===== config.mk =====
export PLATFORM = sky130hd
export DESIGN_NAME = systolic_skew_feeder
export DESIGN_NICKNAME = d
export VERILOG_FILES = /design/src/rtl/systolic_pkg.sv /design/src/rtl/skew_delay_line.sv /design/src/rtl/systolic_skew_feeder.sv
export SDC_FILE = /design/constraint.sdc
export NUM_CORES = 1
export LEC_CHECK = 0
export BUFFER_PORTS_ARGS = -buffer_cell sky130_fd_sc_hd__buf_2
export CELL_PAD_IN_SITES_DETAIL_PLACEMENT = 1
export CELL_PAD_IN_SITES_GLOBAL_PLACEMENT = 2
export CORE_MARGIN = 2
export CORE_UTILIZATION = 28
export DETAILED_ROUTE_END_ITERATION = 10
export MAX_ROUTING_LAYER = met4
export PLACE_DENSITY_LB_ADDON = 0.3
export SETUP_SLACK_MARGIN = 0.2
export SLEW_MARGIN = 15
export SYNTH_ARGS = -nofsm -noshare
export SYNTH_HDL_FRONTEND = slang
export SYNTH_HIERARCHICAL = 1
export SYNTH_SLANG_ARGS = --single-unit

===== constraint.sdc =====
create_clock -name clk -period 1.6 [get_ports clk]
set_input_delay 0.16 -clock clk [delete_from_list [all_inputs] [get_ports clk]]
set_output_delay 0.16 -clock clk [all_outputs]
set_load 0.01 [all_outputs]

===== src/rtl/systolic_pkg.sv =====
// Constants and types shared by the systolic array top, the operand feeders
// and the result collector.
package systolic_pkg;

  localparam int DATA_WIDTH = 8;
  localparam int LANES      = 2;
  localparam int PE_HOP_LAT = 2;
  localparam int PE_ACC_LAT = 4;

  typedef enum logic [2:0] {
    IDLE,
    CLEAR,
    STREAM,
    FLUSH,
    DONE
  } feeder_state_e;

  // Output register + lane skew + operand travel across the array + accumulate.
  function automatic int drain_cycles(input int n);
    return 1 + (n - 1) + PE_HOP_LAT * (n - 1) + PE_ACC_LAT;
  endfunction

endpackage


===== src/rtl/skew_delay_line.sv =====
// Enabled shift register of fixed depth; one instance per feeder lane.
module skew_delay_line #(
  parameter int depth = 1,
  parameter int width = 8
) (
  input  logic             clk,
  input  logic             rst_n,
  input  logic             clr,
  input  logic             en,
  input  logic [width-1:0] d,
  output logic [width-1:0] q
);

  logic [depth-1:0][width-1:0] sr;

  always_ff @(posedge clk) begin
    if (!rst_n || clr) begin
      sr <= '0;
    end else if (en) begin
      sr[0] <= d;
      for (int s = 1; s < depth; s++) sr[s] <= sr[s-1];
    end
  end

  assign q = sr[depth-1];

endmodule


===== src/rtl/systolic_skew_feeder.sv =====
// Edge feeder for the pe systolic array: accepts one k-step per handshake and
// emits it diagonally skewed, then drains zeros and flags tile completion.
module systolic_skew_feeder
  import systolic_pkg::*;
#(
  parameter int data_width = DATA_WIDTH,
  parameter int lanes      = LANES,
  parameter int max_k      = 16
) (
  input  logic                        clk,
  input  logic                        rst_n,
  input  logic [lanes*data_width-1:0] in_data,
  input  logic                        in_valid,
  input  logic                        in_last,
  output logic                        in_ready,
  output logic [lanes*data_width-1:0] pe_a,
  output logic                        pe_en,
  output logic                        pe_clr,
  output logic                        busy,
  output logic                        tile_done,
  output logic                        err_overflow
);

  localparam int DRAIN = drain_cycles(lanes);
  localparam int KW    = $clog2(max_k + 1);
  localparam int FW    = $clog2(DRAIN + 1);

  feeder_state_e state, state_nxt;
  logic [KW-1:0] k_cnt;
  logic [FW-1:0] fl_cnt;
  logic          k_full;

  logic [lanes-1:0][data_width-1:0] lane_in, lane_q;

  assign k_full = (k_cnt == KW'(max_k - 1));

  always_comb begin
    state_nxt = state;
    in_ready  = 1'b0;
    pe_en     = 1'b0;
    pe_clr    = 1'b0;
    tile_done = 1'b0;
    case (state)
      IDLE:   if (in_valid) state_nxt = CLEAR;
      CLEAR: begin
        pe_clr    = 1'b1;
        state_nxt = STREAM;
      end
      STREAM: begin
        in_ready = 1'b1;
        pe_en    = in_valid;
        if (in_valid && (in_last || k_full)) state_nxt = FLUSH;
      end
      FLUSH: begin
        pe_en = 1'b1;
        if (fl_cnt == FW'(DRAIN - 1)) state_nxt = DONE;
      end
      DONE: begin
        tile_done = 1'b1;
        state_nxt = IDLE;
      end
      default: state_nxt = IDLE;
    endcase
  end

  assign busy = (state != IDLE);

  always_ff @(posedge clk) begin
    if (!rst_n) begin
      state        <= IDLE;
      k_cnt        <= '0;
      fl_cnt       <= '0;
      err_overflow <= 1'b0;
    end else begin
      state <= state_nxt;
      if (state == CLEAR) begin
        k_cnt        <= '0;
        fl_cnt       <= '0;
        err_overflow <= 1'b0;
      end
      if (state == STREAM && in_valid) begin
        k_cnt <= k_cnt + KW'(1);
        if (!in_last && k_full) err_overflow <= 1'b1;
      end
      if (state == FLUSH) fl_cnt <= fl_cnt + FW'(1);
    end
  end

  // Outside STREAM the lanes are fed zeros so the array drains cleanly.
  assign lane_in = (state == STREAM) ? in_data : '0;

  for (genvar i = 0; i < lanes; i++) begin : g_lane
    skew_delay_line #(
      .depth(i + 1),
      .width(data_width)
    ) u_skew (
      .clk  (clk),
      .rst_n(rst_n),
      .clr  (pe_clr),
      .en   (pe_en),
      .d    (lane_in[i]),
      .q    (lane_q[i])
    );
  end

  assign pe_a = lane_q;

endmodule


==> qor.yml, run 1 <==
status: "complete, no violations"
fmax_mhz: 674
wirelength_um: 3940
cts_tree: "built"
synth_top_area_frac: 0.424
clk_latency_ns: 0.28
core-area_um2: 5990
reg2reg_slack_ns: 0.12
cap_viol_max_count: 0
boundaryPins: 42
crit_buf_inv: 0
ctsLongestPathBuffers: 2
cpMostUsedCell: "ha_4"
track_usage: 0.123
grt_max_degree: 18
ys.flop_type: "dfxtp_1"
syn_nets: 208
place_ws_ns: 0.108
finalWorstSetupSlack_ns: 0.116
hold_violations: 0
die_area_um2: 6890
drc: 0
cts.sinks: 37
p_leak_nw: 0.942
instances_no_fill: 310
ctsHtreeMaxLevel: 2
ys_types: 36
crit_fanout: 2
cts_buffers: 5
final_layout_size_suffix_gt1_frac: 0.362
worstSetupEndpointType: "flop"
ys_ff_latch: 37
setup_violations: 0
synth_top_area_cell: "dfxtp_1"
crit_path_cell_trace: "ha_4 > and3_4 > ha_4 > nor3b_1 > or4b_1 > a21oi_1"
first_iter_violations: 52
antenna_cells: 0
critPathSlowestCell: "or4b_1"
critical_path.max_stage_delay_ns: 0.47
crit_required_ns: 1.82
rsz0062_at_grt: "yes"
min_path_type: "primary input to flop"
fin_skew_ns: 0.00598
grt_pass1_vias: 1394
nets: 257
first_pass_iters: 4
placed_cells: 289
io_buffer_count: 41
cts_root_buffer: "clkbuf_8"
vias: 1425
syn-cell-area_um2: 1750
grt_pass1_wl_um: 6710
hpwl_um: 2630
wl_per_cell_um: 12.7
seq_area_frac_synth: 0.424
syn_avg_cell_area_um2: 9.44
cts_hold_buf: 0
postRouteAntennaNets: 0
syn2layout_area_growth_pct: 29.9
async_flop_share: 0
ir_worst_vdd_uv: 337
num_rows: 28
slew_viol_final: 0
clk_pin_slew_ns: 0.07
final_util: 0.379
synth-edff-count: 0
cp-start-kind: "flop"
fin_setup_tns_ns: 0
ys_top_cells_by_area: "dfxtp_1, mux2i_1, nor2_1, and2_1, buf_4"
critPathArrivalTime_ns: 1.70
die-height_um: 83.0
slew_headroom: 0.791
initial_core_util: 0.292
antenna_found_initial: 0
power.density_nw_per_um2: 802
post-route-period-util: 0.927
gp_congestion: 0.677
viasPerCell: 4.60
synth-warning-count: 6
fin_crit_ns: 1.48
die_width_um: 83.0
path_delay_family: "simple AND/OR/NAND/NOR gates"
grt_overflow: 0
tightest_slew_ns: 0.313
synthCells: 185
path_class: "flop to flop"
## cell type report
| class | count | area (um2) |
|---|---|---|
| well taps | 75 | 93.8 |
| inverters | 2 | 7.51 |
| multi-input cells | 126 | 911 |
| fillers | 694 | 3720 |
| repair buffers | 62 | 420 |
| clock buffers | 6 | 72.6 |
| flip-flops and latches | 37 | 754 |
| clock inverters | 2 | 10.0 |
## path summary, 6_finish.rpt
| check | startpoint | to | depth (start not counted) |
|---|---|---|---|
| worst max register to register | k_cnt[1]$_SDFFE_PN0P_ | state[0]$_SDFFE_PN0P_ | 6 |
| worst min register to register | err_overflow$_SDFF_PN0_ | err_overflow$_SDFF_PN0_ | 2 |
| worst min-delay path | in_last | err_overflow$_SDFF_PN0_ | 3 |
| worst max-delay path | k_cnt[1]$_SDFFE_PN0P_ | state[0]$_SDFFE_PN0P_ | 6 |
## synthesized netlist by cell type, types with 3 or more instances
cell type  count
nor2_1        28
nand3b_1       4
buf_2          4
nand2_1        7
a21oi_1        7
ha_1           3
mux2i_1       25
dfxtp_1       37
nand3_1        3
buf_6          3
o21ai_0        3
buf_4          9
nand2b_1       7
and2_1        16
o21ai_1        3
## per-stage QoR
step / cell area (um2) / hold WS [ns] / total power, mW
3_3_place_gp: 2020 / 0.470 / 1.17
5_1_grt: 2270 / 0.214 / 1.93
3_5_place_dp: 2020 / 0.471 / 1.17
2_1_floorplan: 1800 / 0.346 / 1.11
4_1_cts: 2220 / 0.175 / 1.85
6_report: 2270 / 0.192 / 1.82
## layout by cell type, fill, tap and decap left out, types with 3 or more instances in the layout
cell / synthesis / routed
nand3_1: 3 / 3
nand2b_1: 7 / 6
buf_4: 9 / 16
buf_2: 4 / 41
dfxtp_1: 37 / 32
nor2_1: 28 / 26
o21ai_0: 3 / 3
nand2_1: 7 / 7
clkbuf_8: 0 / 5
a21oi_1: 7 / 7
and2_1: 16 / 16
dfxtp_4: 0 / 3
mux2i_1: 25 / 25
o21ai_1: 3 / 3
nand3b_1: 4 / 4
## routing by layer
metal,vias up,wire length (um),GRT usage,share of wire
met1,682,1740,0.143,0.44
met2,23,1980,0.199,0.50
met3,6,152,0.0358,0.039
li1,714,-,-,-
met4,0,58,0.0477,0.015
met5,-,0,-,0
## worst register-to-register path, cell delays in order (launching register included)
cell and delay, ns:
dfxtp_4 0.36, ha_4 0.13, and3_4 0.18, ha_4 0.12, nor3b_1 0.04, or4b_1 0.47, a21oi_1 0.12
## kinds of logic (layout without fill, tap and decap cells)
group           after synthesis  in the layout  synth area share
simple gates                 78             78             0.241
flops                        37             37             0.424
mux                          25             25             0.143
buf+inv                      22             72            0.0931
compound gates               20             20            0.0774
fa+ha+maj                     3              3            0.0215
## report_power, final
part,internal [mW],leakage [nW],switching [mW]
registers,0.928,0.302,0.0132
logic,0.131,0.595,0.123
clock network,0.302,0.0450,0.322
total,1.36,0.942,0.459
## what timing repair did
item | in CTS | in global routing
buffers inserted | 8 | 4
hold endpoints to repair | 0 | 0
resized for setup | 6 | 3
gates cloned | 1 | 0
pin swaps | 0 | 3
setup endpoints to repair | 21 | 9
## registers in the layout, indices dropped and copies added (netlist names)
name and flops:
fl_cnt 4, k_cnt 5, g_lane.u_skew/q 16, state 3, err_overflow 1, g_lane.u_skew/sr 8
Power figures use the tool's default switching activity.
==> run 2, diff against run 1 <==
- ABC_AREA: not set -> 1
- CORE_MARGIN: 2 -> not set
- CORE_UTILIZATION: 28 -> 32
- clock period: 1.6 -> 1.9 ns (I/O delays scaled with it)
==> qor.yml, run 2 <==
final_util: 0.393  # was 0.379
power.density_nw_per_um2: 843  # was 802 nW/um2
fin_crit_ns: 1.59
synth-warning-count: 6  # unchanged
cp-start-kind: "flop"  # unchanged
ir_worst_vdd_uv: 316  # was 337 uV
async_flop_share: 0  # unchanged
wl_per_cell_um: 11.9  # was 12.7 um
critPathArrivalTime_ns: 1.40  # was 1.70 ns
p_seq_frac: 0.445  # was 0.517
min_path_type: "primary input to flop"  # unchanged
synth-edff-count: 0  # unchanged
syn_nets: 272  # was 208
viasPerCell: 4.50  # was 4.60
min_path_cells: 4  # was 3
slew_headroom: 0.715  # was 0.791
rsz0062_at_grt: "no"  # was yes
synth_commonest_cells: "nand2_1, dfxtp_1, inv_1"  # was dfxtp_1, nor2_1, mux2i_1
final_layout_size_suffix_gt1_frac: 0.324  # was 0.362
gp_congestion: 0.797  # was 0.677
fmax_mhz: 630
crit_path_cell_trace: "nand2_2 > nor2_4 > inv_2 > nand2_1 > buf_12 > buf_2"  # was ha_4 > and3_4 > ha_4 > nor3b_1 > or4b_1 > a21oi_1
fillCellCount: 740  # was 694
ys_ff_latch: 37  # unchanged
antenna_cells: 0  # unchanged
reg2regPathDepth: 9  # was 6
post-route-period-util: 0.836
boundaryPins: 42  # unchanged
hold_violations: 0  # unchanged
status: "complete, no violations"  # unchanged
ctsLongestPathBuffers: 2  # unchanged
first_pass_iters: 4  # unchanged
rr_endpoint: "state[1]$_SDFFE_PN0P_"  # was state[0]$_SDFFE_PN0P_
ys_top_cells_by_area: "dfxtp_1, nand2_1, a21oi_1, inv_1, a21oi_2"  # was dfxtp_1, mux2i_1, nor2_1, and2_1, buf_4
ys_types: 24  # was 36
clkPwrFrac: 0.390  # was 0.343
final_common_cell: "nand2_1"  # was buf_2
cts_buffers: 5  # unchanged
crit_required_ns: 1.71  # was 1.82 ns
grt_overflow: 0  # unchanged
cap_viol_max_count: 0  # unchanged
whs_endpoint: "err_overflow$_SDFF_PN0_"  # unchanged
grt_max_degree: 28  # was 18
first_iter_violations: 89  # was 52
final_cell_mix: "nand2_1, buf_2, dfxtp_1"  # was buf_2, dfxtp_1, nor2_1
critical_path.max_stage_delay_ns: 0.41  # was 0.47 ns
die_area_um2: 6070  # was 6890 um2
io_buffer_count: 41  # unchanged
syn-cell-area_um2: 1840  # was 1750 um2
min_from: "in_last"  # unchanged
clk_latency_ns: 0.29  # was 0.28 ns
synth_top_area_frac: 0.402  # was 0.424
pwr-share-comb: 0.165  # was 0.140
intPower_mw: 1.32  # was 1.36 mW
crit_buf_inv: 3  # was 0
cts_root_buffer: "clkbuf_8"  # unchanged
worstSetupEndpointType: "output pin"  # was flop
antenna_found_initial: 0  # unchanged
placed_cells: 349  # was 289
clk_pin_slew_ns: 0.07  # about the same
switching_power_mw: 0.517  # was 0.459 mW
r2r-start: "k_cnt[0]$_SDFFE_PN0P_"  # was k_cnt[1]$_SDFFE_PN0P_
ctsHtreeMaxLevel: 2  # unchanged
largest_register_ffs: 16  # unchanged
wirelength_um: 4290  # was 3940 um
setup_violations: 0  # unchanged
track_usage: 0.153  # was 0.123
path_delay_family: "flip-flops"  # was simple AND/OR/NAND/NOR gates
switching_share: 0.282  # was 0.252
p_leak_nw: 0.943  # was 0.942 nW
grt_pass1_vias: 1531  # was 1394
reg2reg_slack_ns: 0.41  # was 0.12 ns
seq_area_frac_synth: 0.402  # was 0.424
die_width_um: 77.9  # was 83.0 um
drc: 0  # unchanged
nets: 309  # was 257
initial_core_util: 0.333  # was 0.292
cts_tree: "built"  # unchanged
cts.sinks: 37  # unchanged
fin_skew_ns: 0.00468  # was 0.00598 ns
path_class: "flop to output pin"  # was flop to flop
ys.flop_type: "dfxtp_1"  # unchanged
hpwl_um: 3030  # was 2630 um
num_rows: 27  # was 28
syn2layout_area_growth_pct: 18.0  # was 29.9%
core-area_um2: 5540  # was 5990 um2
synthCells: 249  # was 185
instances_no_fill: 359  # was 310
tightest_slew_ns: 0.426  # was 0.313 ns
grt_pass1_wl_um: 7130  # was 6710 um
yosysMostFrequentCell: "nand2_1"  # was dfxtp_1
synth_top_area_cell: "dfxtp_1"  # unchanged
critPathSlowestCell: "dfxtp_4"  # was or4b_1
postRouteAntennaNets: 0  # unchanged
syn_avg_cell_area_um2: 7.40  # was 9.44 um2
crit_fanout: 27  # was 2
die-height_um: 77.9  # was 83.0 um
vias: 1614  # was 1425
fin_setup_tns_ns: 0  # unchanged
slew_viol_final: 0  # unchanged
-- run 2: cell types whose count changed in the layout (fill, tap and decap cells not counted), sizes merged, moves of 5 or more --
cell | before | now
mux2i | 25 | 0
nand3 | 3 | 11
nand2b | 7 | 0
nor2 | 29 | 24
buf | 61 | 44
nand2 | 7 | 78
inv | 2 | 35
a21oi | 8 | 36
and2 | 16 | 0
-- run 2: cell type report --
| cell class | count | area (um2) | share of cell area |
|---|---|---|---|
| clock buffers | 6 | 82.6 | 0.0380 |
| inverters | 35 | 139 | 0.0639 |
| multi-input cells | 163 | 837 | 0.385 |
| clock inverters | 2 | 37.5 | 0.0173 |
| flip-flops and latches | 37 | 748 | 0.344 |
| well taps | 72 | 90.1 | 0.0414 |
| repair buffers | 44 | 240 | 0.110 |
-- run 2: per-layer routing --
layer	GRT usage	part of all wire	up-vias
met3	0.0353	0.033	7
met4	0.0500	0.014	0
met1	0.185	0.48	740
met5	-	0	-
li1	-	-	837
met2	0.251	0.47	30
-- run 2: worst max path at each step --
stage	start	end	slack, ns	cells past startpoint
after floorplan	state[1]$_SDFFE_PN0P_	g_lane[1].u_skew/q[1]$_SDFFE_PP0P_	0.42	9
after global placement	state[1]$_SDFFE_PN0P_	g_lane[0].u_skew/q[1]$_SDFFE_PP0P_	0.37	8
after detailed placement	state[1]$_SDFFE_PN0P_	g_lane[0].u_skew/q[2]$_SDFFE_PP0P_	0.35	8
after CTS	state[1]$_SDFFE_PN0P_	pe_en	0.24	6
after global routing	state[2]$_SDFFE_PN0P_	pe_en	0.20	5
final	state[1]$_SDFFE_PN0P_	pe_en	0.31	6
-- run 2: logic make-up after synthesis --
| group | Yosys count | share of synthesized area |
|---|---|---|
| flops | 37 | 0.402 |
| buf+inv | 49 | 0.144 |
| fa+ha+maj | 3 | 0.0204 |
| compound gates | 42 | 0.138 |
| simple gates | 118 | 0.295 |
-- run 2: repair_timing --
item | CTS | global route
hold buffers | 0 | 0
pin swaps | 2 | 0
endpoints found under the setup margin | 1 | 1
setup buffers | 2 | 0
cloned | 0 | 0
resized for setup | 2 | 2
-- run 2: worst register-to-register path, delay by kind of cell, from the launching register on --
family,cells,cell delay [ns]
simple gates,4,0.31
buf+inv,1,0.05
fa+ha+maj,2,0.40
compound gates,2,0.21
flops,1,0.41
-- run 2: metrics by stage --
| step | hold WS (ns) | setup slack (ns) | cell area [um2] | power (mW) |
|---|---|---|---|---|
| detailed placement | 0.455 | 0.347 | 2030 | 1.13 |
| CTS | 0.208 | 0.239 | 2170 | 1.86 |
| floorplan | 0.311 | 0.417 | 1840 | 1.06 |
| global placement | 0.449 | 0.369 | 2030 | 1.13 |
| global route | 0.223 | 0.200 | 2170 | 1.93 |
| finish | 0.208 | 0.312 | 2170 | 1.83 |
-- run 2: power groups by stage --
stage | clock [mW] | combinational (mW) | sequential (mW)
finish | 0.715 | 0.303 | 0.815
floorplan | 0 | 0.229 | 0.827
CTS | 0.738 | 0.311 | 0.814
detailed placement | 0 | 0.302 | 0.830
global route | 0.772 | 0.342 | 0.817
global placement | 0 | 0.302 | 0.830
==> run 3, diff against run 2 <==
- CORE_UTILIZATION: 32 -> 27
- clock period: 1.9 -> 1.4 ns (I/O delays scaled with it)
==> qor.yml, run 3 (synthesized netlist as in run 2, its figures left out) <==
nets: 337  # was 309
cts_buffers: 5  # unchanged
first_pass_iters: 6  # was 4
ctsHtreeMaxLevel: 2  # unchanged
design_area_um2: 3010  # was 2170 um2
ctsLongestPathBuffers: 2  # unchanged
worstSetupEndpointType: "flop"  # was output pin
place_ws_ns: 0.0391  # was 0.347 ns
instances_no_fill: 392  # was 359
wirelength_um: 5560  # was 4290 um
ir_worst_vdd_uv: 426  # was 316 uV
fmax_mhz: 736
antenna_found_initial: 0  # unchanged
die_width_um: 84.6  # was 77.9 um
cts_root_buffer: "clkbuf_8"  # unchanged
tightest_slew_ns: 0.408  # was 0.426 ns
boundaryPins: 42  # unchanged
final_layout_size_suffix_gt1_frac: 0.616  # was 0.324
rsz0062_at_grt: "yes"  # was no
grt_pass1_vias: 1749  # was 1531
antenna_cells: 0  # unchanged
multiInputGateArea_um2: 1250  # was 837 um2
postRouteAntennaNets: 0  # unchanged
viasPerCell: 4.53  # was 4.50
min_from: "in_last"  # unchanged
fin_skew_ns: 0.00706  # was 0.00468 ns
cts_hold_buf: 0  # unchanged
power.density_nw_per_um2: 946  # was 843 nW/um2
grt_overflow: 0  # unchanged
cap_viol_max_count: 0  # unchanged
final_cell_mix: "buf_2, dfxtp_1, nand2_4"  # was nand2_1, buf_2, dfxtp_1
place_area_um2: 2120  # was 2030 um2
placed_cells: 359  # was 349
crit_required_ns: 1.63  # was 1.71 ns
cts.sinks: 37  # unchanged
reg2reg_slack_ns: 0.04  # was 0.41 ns
initial_core_util: 0.285  # was 0.333
die-height_um: 84.6  # was 77.9 um
drc: 0  # unchanged
crit_fanout: 5  # was 27
min_path_type: "primary input to flop"  # unchanged
final_common_cell: "buf_2"  # was nand2_1
critPathArrivalTime_ns: 1.59  # was 1.40 ns
vias: 1775  # was 1614
io_buffer_count: 41  # unchanged
die_area_um2: 7160  # was 6070 um2
r2r-start: "state[0]$_SDFFE_PN0P_"  # was k_cnt[0]$_SDFFE_PN0P_
core-area_um2: 6460  # was 5540 um2
path_class: "flop to flop"  # was flop to output pin
status: "complete, no violations"  # unchanged
slew_headroom: 0.727  # was 0.715
track_usage: 0.156  # was 0.153
final-seq-area_um2: 761  # was 748 um2
num_rows: 29  # was 27
fillCellCount: 780  # was 740
hold_violations: 0  # unchanged
largest_register_ffs: 16  # unchanged
wl_per_cell_um: 14.2  # was 11.9 um
grt_pass1_wl_um: 8430  # was 7130 um
p_leak_nw: 1.39  # was 0.943 nW
setup_violations: 0  # unchanged
first_iter_violations: 36  # was 89
gp_congestion: 0.730  # was 0.797
cts_tree: "built"  # unchanged
grt_max_degree: 19  # was 28
fin_crit_ns: 1.36
cp-start-kind: "flop"  # unchanged
syn2layout_area_growth_pct: 63.1  # was 18.0%
clk_latency_ns: 0.30  # was 0.29 ns
hpwl_um: 3290  # was 3030 um
post-route-period-util: 0.971
clk_pin_slew_ns: 0.08  # was 0.07 ns
slew_viol_final: 0  # unchanged
finalWorstSetupSlack_ns: 0.0412  # was 0.312 ns
startpoint: "state[0]$_SDFFE_PN0P_"  # was state[1]$_SDFFE_PN0P_
-- run 3: cell types whose count changed in the layout (fill, tap and decap cells not counted), sizes merged --
cell      change
buf          +27
clkinv        +3
bufinv        -1
clkbuf        -1
clkinvlp      -1
inv           +1
-- run 3: final cells by class --
cell class                 instances  share of cell area
clock inverter                     3             0.00541
clock buffer                       5              0.0229
multi-input combinational        163               0.416
tap                               77              0.0321
timing repair buffer              71               0.206
timing repair inverter             1             0.00666
sequential                        37               0.253
inverter                          35              0.0575
-- run 3: per-stage QoR --
step                      power (mW)  TNS (ns)  utilization  hold slack [ns]
after floorplan                 1.45         0            -            0.251
after global placement          1.58         0        0.328            0.449
after detailed placement        1.58         0        0.328            0.454
after CTS                       2.55         0        0.390            0.153
after global routing            3.01    -0.176        0.465            0.154
final                           2.84         0        0.465            0.157
-- run 3: worst paths after layout --
path                                             end  cells past startpoint
setup / recovery  g_lane[1].u_skew/q[5]$_SDFFE_PP0P_                      8
hold / removal               err_overflow$_SDFF_PN0_                      4
setup reg to reg  g_lane[1].u_skew/q[5]$_SDFFE_PP0P_                      8
hold reg to reg   g_lane[1].u_skew/q[1]$_SDFFE_PP0P_                      2
-- run 3: worst max-delay path: stages, from the launching register on --
cell and delay (ns):
dfxtp_4 0.38, nor2_4 0.17, nand3_4 0.13, nand2_8 0.09, buf_8 0.12, buf_12 0.11
buf_12 0.13, nand2_4 0.05, a21oi_2 0.12
-- run 3: repair_timing --
action | in CTS | in global routing
endpoints found under the setup margin | 40 | 41
resized for setup | 43 | 103
endpoints found under the hold margin | 0 | 0
pin swaps | 19 | 32
buffers inserted | 12 | 11
cloned | 2 | 0
-- run 3: where the power goes --
group	total, mW	switching, mW	internal [mW]
sequential	1.10	0.0341	1.07
clock	0.748	0.403	0.345
combinational	0.991	0.535	0.456
-- run 3: per-layer routing --
layer  vias up  share of wire  GRT usage
met5         -              0          -
met4         0          0.021     0.0678
met3        10          0.024     0.0295
met2        24           0.53      0.255
met1       842           0.42      0.186
li1        899              -          -
